## config.mk

```make
export PLATFORM = sky130hd
export DESIGN_NAME = max_pool_2x2_flat
export DESIGN_NICKNAME = d
export VERILOG_FILES = /design/src/rtl/max_pool_2x2_if.sv /design/src/rtl/max_pool_2x2.sv /design/src/flat_wrapper.sv
export SDC_FILE = /design/constraint.sdc
export NUM_CORES = 1
export LEC_CHECK = 0
export CAP_MARGIN = 20
export CORE_MARGIN = 1
export CORE_UTILIZATION = 42
export CTS_CLUSTER_DIAMETER = 40
export CTS_CLUSTER_SIZE = 14
export DETAILED_ROUTE_END_ITERATION = 12
export GPL_ROUTABILITY_DRIVEN = 0
export PLACE_DENSITY_LB_ADDON = 0.15
export SETUP_SLACK_MARGIN = 0.15
export SYNTH_ARGS = -nofsm -noshare
export SYNTH_HDL_FRONTEND = slang
export SYNTH_SLANG_ARGS = --single-unit
```

## constraint.sdc

```tcl
create_clock -name clk -period 6.1 [get_ports clk]
set_clock_uncertainty 0.05 [all_clocks]
set_input_delay 0.915 -clock clk [delete_from_list [all_inputs] [get_ports clk]]
set_output_delay 0.915 -clock clk [all_outputs]
set_load 0.005 [all_outputs]
```

## src/rtl/max_pool_2x2_if.sv

```systemverilog
// Pixel stream in, pooled stream out, for max_pool_2x2.
// Handshake: in_valid qualifies in_sof/in_data and there is no ready; every valid pixel is consumed that cycle. out_valid is a one-cycle pulse with no backpressure.
interface max_pool_2x2_if #(
  parameter int DATA_W = 22
);
  logic                     in_valid;
  logic                     in_sof;
  logic signed [DATA_W-1:0] in_data;
  logic                     out_valid;
  logic                     out_last;
  logic signed [DATA_W-1:0] out_data;

  modport master (
    output in_valid, in_sof, in_data,
    input  out_valid, out_last, out_data
  );

  modport slave (
    input  in_valid, in_sof, in_data,
    output out_valid, out_last, out_data
  );
endinterface

```

## src/rtl/max_pool_2x2.sv

```systemverilog
// 2x2 stride-2 signed max pooling over a raster-order pixel stream.
// Even rows fold pixel pairs into a half-width line buffer; odd rows finish each window.
module max_pool_2x2 #(
  parameter int DATA_W = 22,
  parameter int IMG_W  = 32,
  parameter int IMG_H  = 32
) (
  input  logic           clk,
  input  logic           rst,
  max_pool_2x2_if.slave  pool
);
  localparam int CW = (IMG_W > 2) ? $clog2(IMG_W) : 1;
  localparam int RW = (IMG_H > 2) ? $clog2(IMG_H) : 1;
  localparam int HW = (IMG_W > 2) ? $clog2(IMG_W / 2) : 1;
  localparam logic [CW-1:0] COL_LAST = CW'(IMG_W - 1);
  localparam logic [RW-1:0] ROW_LAST = RW'(IMG_H - 1);

  logic [CW-1:0]            r_col;
  logic [RW-1:0]            r_row;
  logic signed [DATA_W-1:0] r_h;
  logic signed [DATA_W-1:0] r_out_data;
  logic                     r_out_valid;
  logic                     r_out_last;
  logic signed [DATA_W-1:0] r_line [0:(1<<HW)-1];

  logic [CW-1:0]            w_col;
  logic [RW-1:0]            w_row;
  logic [HW-1:0]            w_half;
  logic signed [DATA_W-1:0] w_pair;
  logic signed [DATA_W-1:0] w_quad;

  function automatic logic signed [DATA_W-1:0] smax(
    input logic signed [DATA_W-1:0] a,
    input logic signed [DATA_W-1:0] b
  );
    return (a > b) ? a : b;
  endfunction

  // A start-of-frame pixel is (0,0) whatever the counters say.
  always_comb begin
    w_col  = pool.in_sof ? '0 : r_col;
    w_row  = pool.in_sof ? '0 : r_row;
    w_half = HW'(w_col >> 1);
    w_pair = smax(r_h, pool.in_data);
    w_quad = smax(r_line[w_half], w_pair);
  end

  always_ff @(posedge clk) begin
    if (rst) begin
      r_col       <= '0;
      r_row       <= '0;
      r_h         <= '0;
      r_out_data  <= '0;
      r_out_valid <= 1'b0;
      r_out_last  <= 1'b0;
    end else begin
      r_out_valid <= 1'b0;
      r_out_last  <= 1'b0;
      if (pool.in_valid) begin
        if (w_col == COL_LAST) begin
          r_col <= '0;
          r_row <= (w_row == ROW_LAST) ? '0 : w_row + 1'b1;
        end else begin
          r_col <= w_col + 1'b1;
          r_row <= w_row;
        end
        if (!w_col[0]) begin
          r_h <= pool.in_data;
        end else if (w_row[0]) begin
          r_out_data  <= w_quad;
          r_out_valid <= 1'b1;
          r_out_last  <= (w_row == ROW_LAST) && (w_col == COL_LAST);
        end
      end
    end
  end

  // Every entry is written on an even row before the odd row reads it, so no reset.
  always_ff @(posedge clk) begin
    if (!rst && pool.in_valid && w_col[0] && !w_row[0]) begin
      r_line[w_half] <= w_pair;
    end
  end

  assign pool.out_valid = r_out_valid;
  assign pool.out_last  = r_out_last;
  assign pool.out_data  = r_out_data;
endmodule

```

## src/flat_wrapper.sv

```systemverilog
// flat-port wrapper written by rule: the top's interface ports become plain ports
module max_pool_2x2_flat 
#(
  parameter int DATA_W = 22,
  parameter int IMG_W  = 32,
  parameter int IMG_H  = 32
)
  (clk, rst, pool_in_valid, pool_in_sof, pool_in_data, pool_out_valid, pool_out_last, pool_out_data);
  max_pool_2x2_if #(.DATA_W(DATA_W)) pool_i ();
  input  logic clk;
  input  logic rst;
  input wire logic [$bits(pool_i.in_valid)-1:0] pool_in_valid;
  input wire logic [$bits(pool_i.in_sof)-1:0] pool_in_sof;
  input wire logic [$bits(pool_i.in_data)-1:0] pool_in_data;
  output wire logic [$bits(pool_i.out_valid)-1:0] pool_out_valid;
  output wire logic [$bits(pool_i.out_last)-1:0] pool_out_last;
  output wire logic [$bits(pool_i.out_data)-1:0] pool_out_data;
  assign pool_i.in_valid = pool_in_valid;
  assign pool_i.in_sof = pool_in_sof;
  assign pool_i.in_data = pool_in_data;
  assign pool_out_valid = pool_i.out_valid;
  assign pool_out_last = pool_i.out_last;
  assign pool_out_data = pool_i.out_data;
  max_pool_2x2 #(.DATA_W(DATA_W), .IMG_W(IMG_W), .IMG_H(IMG_H)) u_core (.clk(clk), .rst(rst), .pool(pool_i));
endmodule
```

======== Word level (Yosys, flattened, before mapping) ========
Memory sizes are Yosys's and may differ from the RTL's.
Index checks and enable logic that the tools add are counted.
operators by class
  mux-type cells .......................... 10
  reduce and logical (&&, ||, !) cells .... 10
  add/subtract/negate cells ............... 2
  equality and inequality tests ........... 2
  $lt $le $gt $ge ......................... 2
  bitwise logic cells ..................... 3
operator list
  operator               count
  $gt A22 B22 Y1         2
  $mux W22               2
  $mux W5                5
  $add A5 B1 Y5 const B  2
  $eq A5 B5 Y1 const B   2
  $logic_and A1 B1 Y1    4
  $reduce_or A4 Y1       1
  $mux W1                3
  $not A1 Y1             3
  $reduce_and A3 Y1      1
  $reduce_or A3 Y1       1
  $logic_not A1 Y1       2
  $reduce_and A2 Y1      1
word-level totals
  bits of input ports ..................... 26
  output and inout bits ................... 24
  memories kept ........................... 1
  flip-flop bits (word level) ............. 56
  word-level logic and storage cells ...... 36
  memory bits (writable) .................. 352
memory list
  memory         depth  width  rd ports  clocked after Yosys merged registers in  wr ports  RTL line            RTL
  u_core.r_line  16     22     1         0                                        1         max_pool_2x2.sv:24  logic signed [DATA_W-1:0] r_line [0:(1<<HW)-1];

======== Longest topological paths before layout ========
Gate-level depths: netlist of run 1.
  word-level depth ........................ 6
  depth in mapped cells ................... 20
  mapped depth without buffers ............ 17

======== Least setup slack after synthesis of run 1 ========
OpenSTA, ideal clock, no wires.
  path kind ............................... input-to-reg
  from .................................... in pool_in_data[21]
  to ...................................... reg u_core.r_out_data[0], in the netlist u_core.pool.out_data[0]
  path buffers ............................ 3
  library setup time ...................... 0.079 ns
  cell stages on the path ................. 19
  required time ........................... 5.971 ns
  path slack .............................. 1.011 ns
  arrival ................................. 4.961 ns
  cell sequence ........................... inv_1 -> ha_1 -> clkbuf_1 -> nand2_1 -> nor2_1 -> a2111o_1 -> clkbuf_2 -> or4_1 -> o2111ai_1 -> nor2_1 -> ha_1 -> a21oi_1 -> o21ai_0 -> a221o_1 -> a2111oi_2 -> mux2_2 -> nand2b_1 -> clkbuf_2 -> o211ai_1
on the way
  cells in the longest elaborated chain, start to end .. 4
RTL lines
  what                    RTL line            RTL
  start: declaration      flat_wrapper.sv:14  input wire logic [$bits(pool_i.in_data)-1:0] pool_in_data;
  $gt A22 B22 Y1          max_pool_2x2.sv:36  return (a > b) ? a : b;
  $mux W22 (*)            max_pool_2x2.sv:36
  $gt A22 B22 Y1          max_pool_2x2.sv:36
  $mux W22 (*)            max_pool_2x2.sv:36
  end signal: assignment  max_pool_2x2.sv:70  r_out_data <= w_quad;
  end: declaration        max_pool_2x2.sv:21  logic signed [DATA_W-1:0] r_out_data;
Every way passes the cells marked *; elsewhere a longest branch is shown, timed or not.
A chain may end at the register's enable or synchronous reset.

======== Final worst setup path of run 1 ========
  from .................................... in pool_in_data[19]
  to ...................................... reg u_core.r_out_data[2], in the netlist u_core.pool.out_data[2]
Same word-level chain as after synthesis.

==> results of run 1 <==
[state kept, by name (all words and copies together) (netlist names)]
name	cells
u_core.r_line	352
u_core.pool.out_data	22
u_core.r_row	5
u_core.pool.out_last	1
u_core.r_col	5
u_core.pool.out_valid	1
u_core.r_h	22
[synth_stat cells (all sizes together) (3+ instances only)]
cell     number  area (µm²)
nand2b       30       187.7
clkbuf       72       274.0
mux2          3       33.78
a22oi       164        1246
ha           48       600.6
inv          48       180.2
o21ai        53       265.3
nor2b        10       62.56
a221oi        3       26.28
a21oi       152       760.7
a22o         25       219.0
nand2       110       412.9
nand4b       21       183.9
dfxtp        56        1121
mux4          3       67.56
a32oi        23       201.4
a21o          3       22.52
nor2         60       225.2
o2111ai      21       183.9
or4          42       326.6
nand3         6       30.03
buf          31       173.9
edfxtp      352       10570
and4          3       26.28
nand4         9       62.56
nor3          6       35.03
[worst min-delay path: stages (launching register included)]
cell	delay (ps)
dfxtp_1	310
nand2_1	50
a21oi_1	50
[power by group]
| part | switching (W) | internal [W] | total (W) |
|---|---|---|---|
| Combinational | 0.000308 | 0.000153 | 0.000460 |
| Sequential | 0.0000133 | 0.00311 | 0.00313 |
| Clock | 0.00133 | 0.00206 | 0.00339 |
[cells in the final DEF (no fill, tap or decap), types with 31 or more instances in the layout]
| master | synthesis | routed |
|---|---|---|
| a21oi_1 | 152 | 152 |
| a22oi_1 | 161 | 161 |
| buf_4 | 1 | 82 |
| clkbuf_16 | 0 | 59 |
| clkdlybuf4s50_1 | 0 | 49 |
| dfxtp_1 | 56 | 56 |
| edfxtp_1 | 352 | 352 |
| ha_1 | 48 | 47 |
| inv_1 | 48 | 48 |
| nand2_1 | 110 | 110 |
| nor2_1 | 60 | 42 |
| o21ai_0 | 31 | 31 |
| or4_1 | 39 | 39 |
[cells by family (layout without fill, tap and decap cells)]
family	Yosys count	count (layout)
AOI/OAI and AO/OA	459	459
adders and majority gates	48	48
buffers and inverters	151	302
DFF	408	408
muxes	8	8
other	0	1
and+or+nand+nor	309	309
[stage by stage]
stage | cells | hold WS (ps) | worst slack (ps)
global placement | 1955 | 396.9 | 177.2
global route | 2066 | 451.8 | 440.7
detailed placement | 1956 | 410.6 | 92.30
finish | 2067 | 422.2 | 696.2
CTS | 2066 | 420.0 | 711.5
floorplan | 1383 | 385.5 | 1011
[area by class of cell]
cell class                      instances  area share
Clock inverter                         47     0.02316
Sequential cell                       408      0.5452
Antenna cell                            1   0.0001167
Tap cell                              532     0.03104
Clock buffer                           63     0.06955
Inverter                               48    0.008402
Timing Repair Buffer                  144     0.06348
Multi-Input combinational cell        824      0.2590
[layer usage]
metal  part of all wire  vias up
met2               0.47      416
met3              0.063       64
met4              0.019        0
met5                  0        -
li1                   -     5656
met1               0.44     6210
[path summary, 6_finish.rpt]
kind,start,end,slack (ps)
setup reg to reg,u_core.r_col[2],u_core.pool.out_data[2],1110
hold / removal,u_core.r_h[0],u_core.r_h[0],420
hold reg to reg,u_core.r_h[0],u_core.r_h[0],420
setup / recovery,pool_in_data[19],u_core.pool.out_data[2],700
==> results.json, run 1 <==
{
  "worst_hold_path.num_cells": 2,
  "postCtsResizedCells": 0,
  "postSynthAreaPerCell_um2": 12.84,
  "core_region_area_um2": 41290,
  "grt_setup_unrepaired": "no",
  "cp_cell_sequence": "clkdlybuf4s50_1, inv_1, ha_1, nand4_2, nor3_1, a2111o_1, buf_4, nor2_1, buf_4, o2111ai_1, nor2_1, ha_1, and4_1, a221o_1, a2111oi_2, mux2_2, nand2b_1, buf_4, o21ai_1",
  "busiest_layer": "met2",
  "leakage_nw": 7.482,
  "grt_util_met3": 0.03767,
  "reg2reg_depth": 15,
  "die_height_um": 207.6,
  "cp_slowest_cell": "clkdlybuf4s50_1",
  "number_of_storage_elements_in_the_synthesis_netlist": 408,
  "synth_simple_gate_area_frac": 0.09338,
  "clock_pin_slew_worst_setup_and_hold_paths_ps": 40,
  "grt_met2_usage": 0.3653,
  "cts.sink_count": 408,
  "min_path_type": "register to register",
  "synth_async_sr_flop_share": 0,
  "drv_cap": 0,
  "nNetsFinal": 1558,
  "synth_sequential_area_ratio": 0.6585,
  "boundaryPins": 50,
  "syn_area_um2": 17750,
  "std_cell_rows": 74,
  "use_met1": 0.3327,
  "initial_utilization": 0.4299,
  "final_instance_area_um2": 21440,
  "worst_pin_slew_ps": 1022,
  "synth_enable_flop_cells": 352,
  "clock_tree.htree_level_count": 2,
  "final-hold-violation-count": 0,
  "cp.buffers_inverters": 5,
  "required_ps": 6570,
  "fraction_of_final_layout_cells_sized_beyond_drive_strength_1": 0.1545,
  "clock_path_buffers": 3,
  "cts_inserted_buffers": 58,
  "final.min_clock_period_ps": 5404,
  "route.detailed.vias_per_inst": 5.973,
  "crit_path_max_fanout": 38,
  "cts_tree": "built",
  "clock_latency_ps": 610,
  "timing.critical_path.arrival_ps": 5870,
  "post_synth_xor_area_fraction": 0,
  "combinational_family_with_the_most_area_after_synthesis": "compound AO/OA/AOI/OAI gates",
  "place_area_um2": 19450,
  "mux_cell_area_share_after_synthesis": 0.006836,
  "post_route_antenna_net_violation_count": 0,
  "totalWireLength_um": 50260,
  "post-route-period-util": 0.8859,
  "ctsHoldBuffers": 0,
  "dr.pass1.iters": 5,
  "antenna_found_initial": 0,
  "yosys.cell_types.count": 59,
  "syn_inst": 1383,
  "postLayoutCoreUtil": 0.5193,
  "track_usage": 0.2332,
  "yosys_warnings": 0,
  "setup.worst_path.end_class": "register",
  "fmax_mhz": 185.1,
  "route.detailed.drc": 0,
  "total_stage_count_of_the_critical_path": 19,
  "path_delay_family": "compound AO/OA/AOI/OAI gates",
  "grt_first_pass_wirelength_um": 76280,
  "port_buffers": 49,
  "grt_max_degree": 69,
  "worst_path_most_repeated_cell": "buf_4",
  "worst_ir_drop_vdd_mv": 0.2412,
  "totalPowerFinal_w": 0.006978,
  "timing.final.max_slew_violations": 0,
  "tns_ps": 0,
  "route.vias.total": 12350,
  "hpwlAfterDp_um": 30730,
  "die_area_um2": 43100,
  "cts.repair_timing.setup_buffer_count": 0,
  "criticalPathCategory": "input port to register",
  "mappedNetlistNets": 1457,
  "slowest_delay_ps": 500,
  "iteration_0_drc_markers": 1295,
  "via_count_of_the_first_global_routing_pass": 12030,
  "timing.critical_path.from_type": "input port",
  "post_synth_fa_ha_maj_area_fraction": 0.03383,
  "pwr_density_cell_nw_per_um2": 325.4,
  "grt_overflow": 0,
  "setup_viol": 0,
  "layout.filler_cells": 3531,
  "post_drt_wl_per_cell_um": 24.31,
  "seqCellArea_um2": 11690,
  "cts.root.buffer_cell": "clkbuf_16",
  "areaGrowthSynthToFinish_pct": 20.78,
  "synth_area_in_compound_gates": 0.1721,
  "fp.dieW_um": 207.6,
  "primary_flip_flop_cell_chosen_by_synthesis_mapping": "edfxtp_1",
  "max-slew-margin-rel": 0.3186,
  "multiInputGateArea_um2": 5554,
  "result_of_the_run": "complete, no violations"
}
Note: power is estimated with default switching activity, not from simulation.
==> run 2, diff against run 1 <==
ABC_CLOCK_PERIOD_IN_PS = 6100   (was default)
CAP_MARGIN = default   (was 20)
==> results.json, run 2 (synthesis gave the netlist of run 1 again) <==
{
  "layout.filler_cells": 3496,
  "antenna_found_initial": 0,
  "largest_register_ff_count": 352,
  "seqCellArea_um2": 11690,
  "totalWireLength_um": 50290,
  "route.detailed.drc": 0,
  "clock_pin_slew_worst_setup_and_hold_paths_ps": 60,
  "crit-reg2reg-capture": "u_core.pool.out_data[6]",
  "dr.pass1.iters": 6,
  "worst_ir_drop_vdd_mv": 0.2120,
  "multiInputGateArea_um2": 5554,
  "layout.cells.most_common_list": "352 x edfxtp_1, 161 x a22oi_1, 152 x a21oi_1",
  "postCtsResizedCells": 0,
  "std_cell_rows": 74,
  "areaGrowthSynthToFinish_pct": 20.47,
  "cts_inserted_buffers": 58,
  "nNetsFinal": 1557,
  "n_antenna_cell": 0,
  "crit_path_max_fanout": 38,
  "reg2reg_depth": 15,
  "clock_tree.htree_level_count": 2,
  "via_count_of_the_first_global_routing_pass": 11990,
  "timing.critical_path.arrival_ps": 5890,
  "fmax_mhz": 184.9,
  "whs_endpoint": "u_core.r_h[0]",
  "fp.dieW_um": 207.6,
  "required_ps": 6580,
  "initial_utilization": 0.4299,
  "timing.hold.ws_ps": 422.6,
  "die_height_um": 207.6,
  "ctsHoldBuffers": 0,
  "clock_path_buffers": 3,
  "clock_latency_ps": 620,
  "grt_overflow": 0,
  "layout.cells.most_common": "edfxtp_1",
  "placed_cells": 1955,
  "drv_cap": 0,
  "fraction_of_final_layout_cells_sized_beyond_drive_strength_1": 0.1546,
  "timing.critical_path.from_type": "input port",
  "die_area_um2": 43100,
  "min_from": "u_core.r_h[0]",
  "boundaryPins": 50,
  "max-slew-margin-rel": 0.1863,
  "post_layout_nonfiller_instances": 2065,
  "largest_register": "u_core.r_line",
  "grt_max_degree": 69,
  "cts.repair_timing.setup_buffer_count": 0,
  "final.min_clock_period_ps": 5408,
  "setup_viol": 0,
  "pwr_density_cell_nw_per_um2": 323.4,
  "cts.root.buffer_cell": "clkbuf_16",
  "regToRegStartpoint": "u_core.r_col[2]",
  "post_route_antenna_net_violation_count": 0,
  "route.vias.total": 12340,
  "timing.reg2reg.setup_slack_ps": 1150,
  "setup.worst_path.end_class": "register",
  "route.detailed.vias_per_inst": 5.974,
  "cts.sink_count": 408,
  "post_drt_wl_per_cell_um": 24.35,
  "tns_ps": 0,
  "hpwlAfterDp_um": 30620,
  "final-hold-violation-count": 0,
  "worst_pin_slew_ps": 1217,
  "port_buffers": 49,
  "core_region_area_um2": 41290,
  "leakage_nw": 7.453,
  "min_path_type": "register to register",
  "track_usage": 0.2333,
  "grt_first_pass_wirelength_um": 76180,
  "timing.final.max_slew_violations": 0,
  "postLayoutCoreUtil": 0.5180,
  "post-route-period-util": 0.8866,
  "result_of_the_run": "complete, no violations",
  "criticalPathCategory": "input port to register",
  "worst_hold_path.num_cells": 2,
  "iteration_0_drc_markers": 1224,
  "totalPowerFinal_w": 0.006916,
  "grt_setup_unrepaired": "no",
  "cts_tree": "built"
}
## run 2: worst max path at each step
stage	start	endpoint	slack, ps
2_1_floorplan	pool_in_data[21]	u_core.pool.out_data[0]	1010
3_3_place_gp	pool_in_data[18]	u_core.pool.out_data[12]	180
3_5_place_dp	pool_in_data[19]	u_core.pool.out_data[6]	110
4_1_cts	pool_in_data[19]	u_core.pool.out_data[6]	730
5_1_grt	pool_in_data[18]	u_core.pool.out_data[10]	460
6_report	pool_in_data[19]	u_core.pool.out_data[6]	690
## run 2: layout make-up
type                    instances  share of cell area
inverters                      48            0.008424
repair buffers                143             0.06294
clock inverters                45             0.02118
well taps                     532             0.03112
flip-flops and latches        408              0.5466
multi-input cells             824              0.2597
clock buffers                  65             0.07008
## run 2: critical path: stages
cell and delay, ps:
clkdlybuf4s50_1 500, inv_1 50, ha_1 330, nand4_2 200, nor3_1 110, a2111o_1 390
buf_4 240, nor2_1 140, buf_4 300, o2111ai_1 160, nor2_1 290, ha_1 300
and4_1 220, a221o_1 360, a2111oi_2 380, mux2_2 390, nand2b_1 250, buf_4 230
o21ai_1 130
## run 2: layer usage
layer	global-route usage	vias up	share of wire
met3	0.03676	81	0.064
li1	-	5651	-
met5	0	-	0
met2	0.3725	420	0.47
met1	0.3284	6185	0.44
met4	0.06974	0	0.022
## run 2: power by group
group	switching, W	internal, W
logic	0.000309	0.000152
clock network	0.00134	0.00198
registers	0.0000130	0.00311
total	0.00167	0.00525
## run 2: stage by stage
| stage | area [µm²] | worst slack, ps |
|---|---|---|
| after floorplan | 17750 | 1011 |
| after global placement | 19440 | 177.2 |
| after detailed placement | 19440 | 107.1 |
| after CTS | 21390 | 727.7 |
| after global routing | 21390 | 464.5 |
| final | 21390 | 691.5 |
==> run 3, diff against run 2 <==
CTS_CLUSTER_SIZE = 10   (was 14)
==> results.json, run 3 (synthesis gave the netlist of run 1 again) <==
{
  "reg2reg_depth": 19,
  "whs_endpoint": "u_core.r_h[0]",
  "port_buffers": 49,
  "criticalPathCategory": "input port to register",
  "pwr-share-clk": 0.477,
  "areaGrowthSynthToFinish_pct": 20.23,
  "power_switching_share": 0.2303,
  "timing.reg2reg.setup_slack_ps": 1180,
  "nNetsFinal": 1560,
  "cts.sink_count": 408,
  "result_of_the_run": "complete, no violations",
  "initial_utilization": 0.4299,
  "min_path_type": "register to register",
  "grt_overflow": 0,
  "dr.pass1.iters": 6,
  "timing.critical_path.from_type": "input port",
  "tns_ps": 0,
  "pwr_density_cell_nw_per_um2": 321.6,
  "leakage_nw": 7.440,
  "worst_ir_drop_vdd_mv": 0.2127,
  "regToRegStartpoint": "u_core.r_h[21]",
  "required_ps": 6580,
  "die_height_um": 207.6,
  "layout.cells.most_common": "edfxtp_1",
  "totalWireLength_um": 50210,
  "fmax_mhz": 186.2,
  "clock_pin_slew_worst_setup_and_hold_paths_ps": 50,
  "core_region_area_um2": 41290,
  "grt_first_pass_wirelength_um": 76130,
  "post-route-period-util": 0.8802,
  "track_usage": 0.2330,
  "post_route_antenna_net_violation_count": 0,
  "std_cell_rows": 74,
  "final.min_clock_period_ps": 5369,
  "clock_latency_ps": 620,
  "grt_setup_unrepaired": "no",
  "route.vias.total": 12370,
  "min_from": "u_core.r_h[0]",
  "final-hold-violation-count": 0,
  "boundaryPins": 50,
  "power.share.sequential": 0.456,
  "postCtsResizedCells": 0,
  "route.detailed.vias_per_inst": 6.018,
  "timing.final.max_slew_violations": 0,
  "cts_tree": "built",
  "drv_cap": 0,
  "antenna_found_initial": 0,
  "setup_viol": 0,
  "p_sw_w": 0.001580,
  "clock_tree.htree_level_count": 2,
  "clock_path_buffers": 3,
  "power_frac_comb": 0.067,
  "die_area_um2": 43100,
  "hpwlAfterDp_um": 30620,
  "fp.dieW_um": 207.6,
  "crit-reg2reg-capture": "u_core.pool.out_data[6]",
  "layout.filler_cells": 3493,
  "iteration_0_drc_markers": 1308,
  "cts.root.buffer_cell": "clkbuf_16",
  "cts.repair_timing.setup_buffer_count": 0,
  "fraction_of_final_layout_cells_sized_beyond_drive_strength_1": 0.1476,
  "postLayoutCoreUtil": 0.5169,
  "ctsHoldBuffers": 0,
  "post_drt_wl_per_cell_um": 24.42,
  "layout.cells.most_common_list": "352 x edfxtp_1, 161 x a22oi_1, 152 x a21oi_1",
  "cts_inserted_buffers": 61,
  "timing.critical_path.arrival_ps": 5850,
  "largest_register": "u_core.r_line",
  "totalPowerFinal_w": 0.006864,
  "largest_register_ff_count": 352,
  "worst_pin_slew_ps": 1220,
  "worst_hold_path.num_cells": 2,
  "grt_max_degree": 69,
  "n_antenna_cell": 0,
  "internal_power_w": 0.005283,
  "max-slew-margin-rel": 0.1838,
  "route.detailed.drc": 0,
  "setup.worst_path.end_class": "register",
  "crit_path_max_fanout": 38,
  "via_count_of_the_first_global_routing_pass": 12040
}
-- run 3: changes by cell type in the layout (fill, tap and decap cells not counted), sizes merged --
cell	change
clkbuf	+2
clkinv	-1
clkinvlp	-4
inv	-6
-- run 3: cell type report --
class / count / area (µm²) / area share
tap: 532 / 665.6 / 0.03118
multi-input combinational: 824 / 5554 / 0.2602
clock inverter: 34 / 337.8 / 0.01583
sequential: 408 / 11690 / 0.5477
clock buffer: 67 / 1570 / 0.07356
inverter: 48 / 180.2 / 0.008441
timing repair buffer: 143 / 1346 / 0.06307
-- run 3: critical path: stages --
cell and delay [ps]:
clkdlybuf4s50_1 500, inv_1 50, ha_1 330, nand4_2 200
nor3_1 110, a2111o_1 390, buf_4 240, nor2_1 140
buf_4 300, o2111ai_1 180, nor2_1 230, ha_1 280
a21oi_1 130, o21ai_0 90, a221o_1 390, a2111oi_2 380
mux2_2 390, nand2b_1 240, buf_4 230, o21ai_1 130
-- run 3: metal layers --
metal / GRT usage / vias to the layer above / part of all wire
met5: 0 / - / 0
met4: 0.07231 / 0 / 0.023
met3: 0.03903 / 79 / 0.067
met2: 0.3706 / 472 / 0.47
met1: 0.3265 / 6175 / 0.44
li1: - / 5646 / -
-- run 3: worst max path at each step --
stage	from	end	slack, ps
finish	pool_in_data[19]	u_core.pool.out_data[6]	730
global route	pool_in_data[18]	u_core.pool.out_data[10]	470
CTS	pool_in_data[19]	u_core.pool.out_data[6]	730
detailed placement	pool_in_data[19]	u_core.pool.out_data[6]	110
global placement	pool_in_data[18]	u_core.pool.out_data[12]	180
floorplan	pool_in_data[21]	u_core.pool.out_data[0]	1010
-- run 3: per-stage QoR --
stage	worst slack, ps	area (µm²)	hold slack (ps)	instances
floorplan	1011	17750	385.5	1383
global route	466.3	21350	452.3	2056
finish	730.5	21350	423.0	2056
detailed placement	107.1	19440	410.6	1955
global placement	177.2	19440	396.9	1955
CTS	725.7	21350	420.6	2056
-- run 3: power by group through the flow --
stage	combinational (W)	sequential (W)	clock (W)
6_report	0.000459	0.00313	0.00328
5_1_grt	0.000508	0.00313	0.00344
4_1_cts	0.000457	0.00313	0.00333
3_5_place_dp	0.000455	0.00318	0
3_3_place_gp	0.000444	0.00318	0
2_1_floorplan	0.000269	0.00318	0
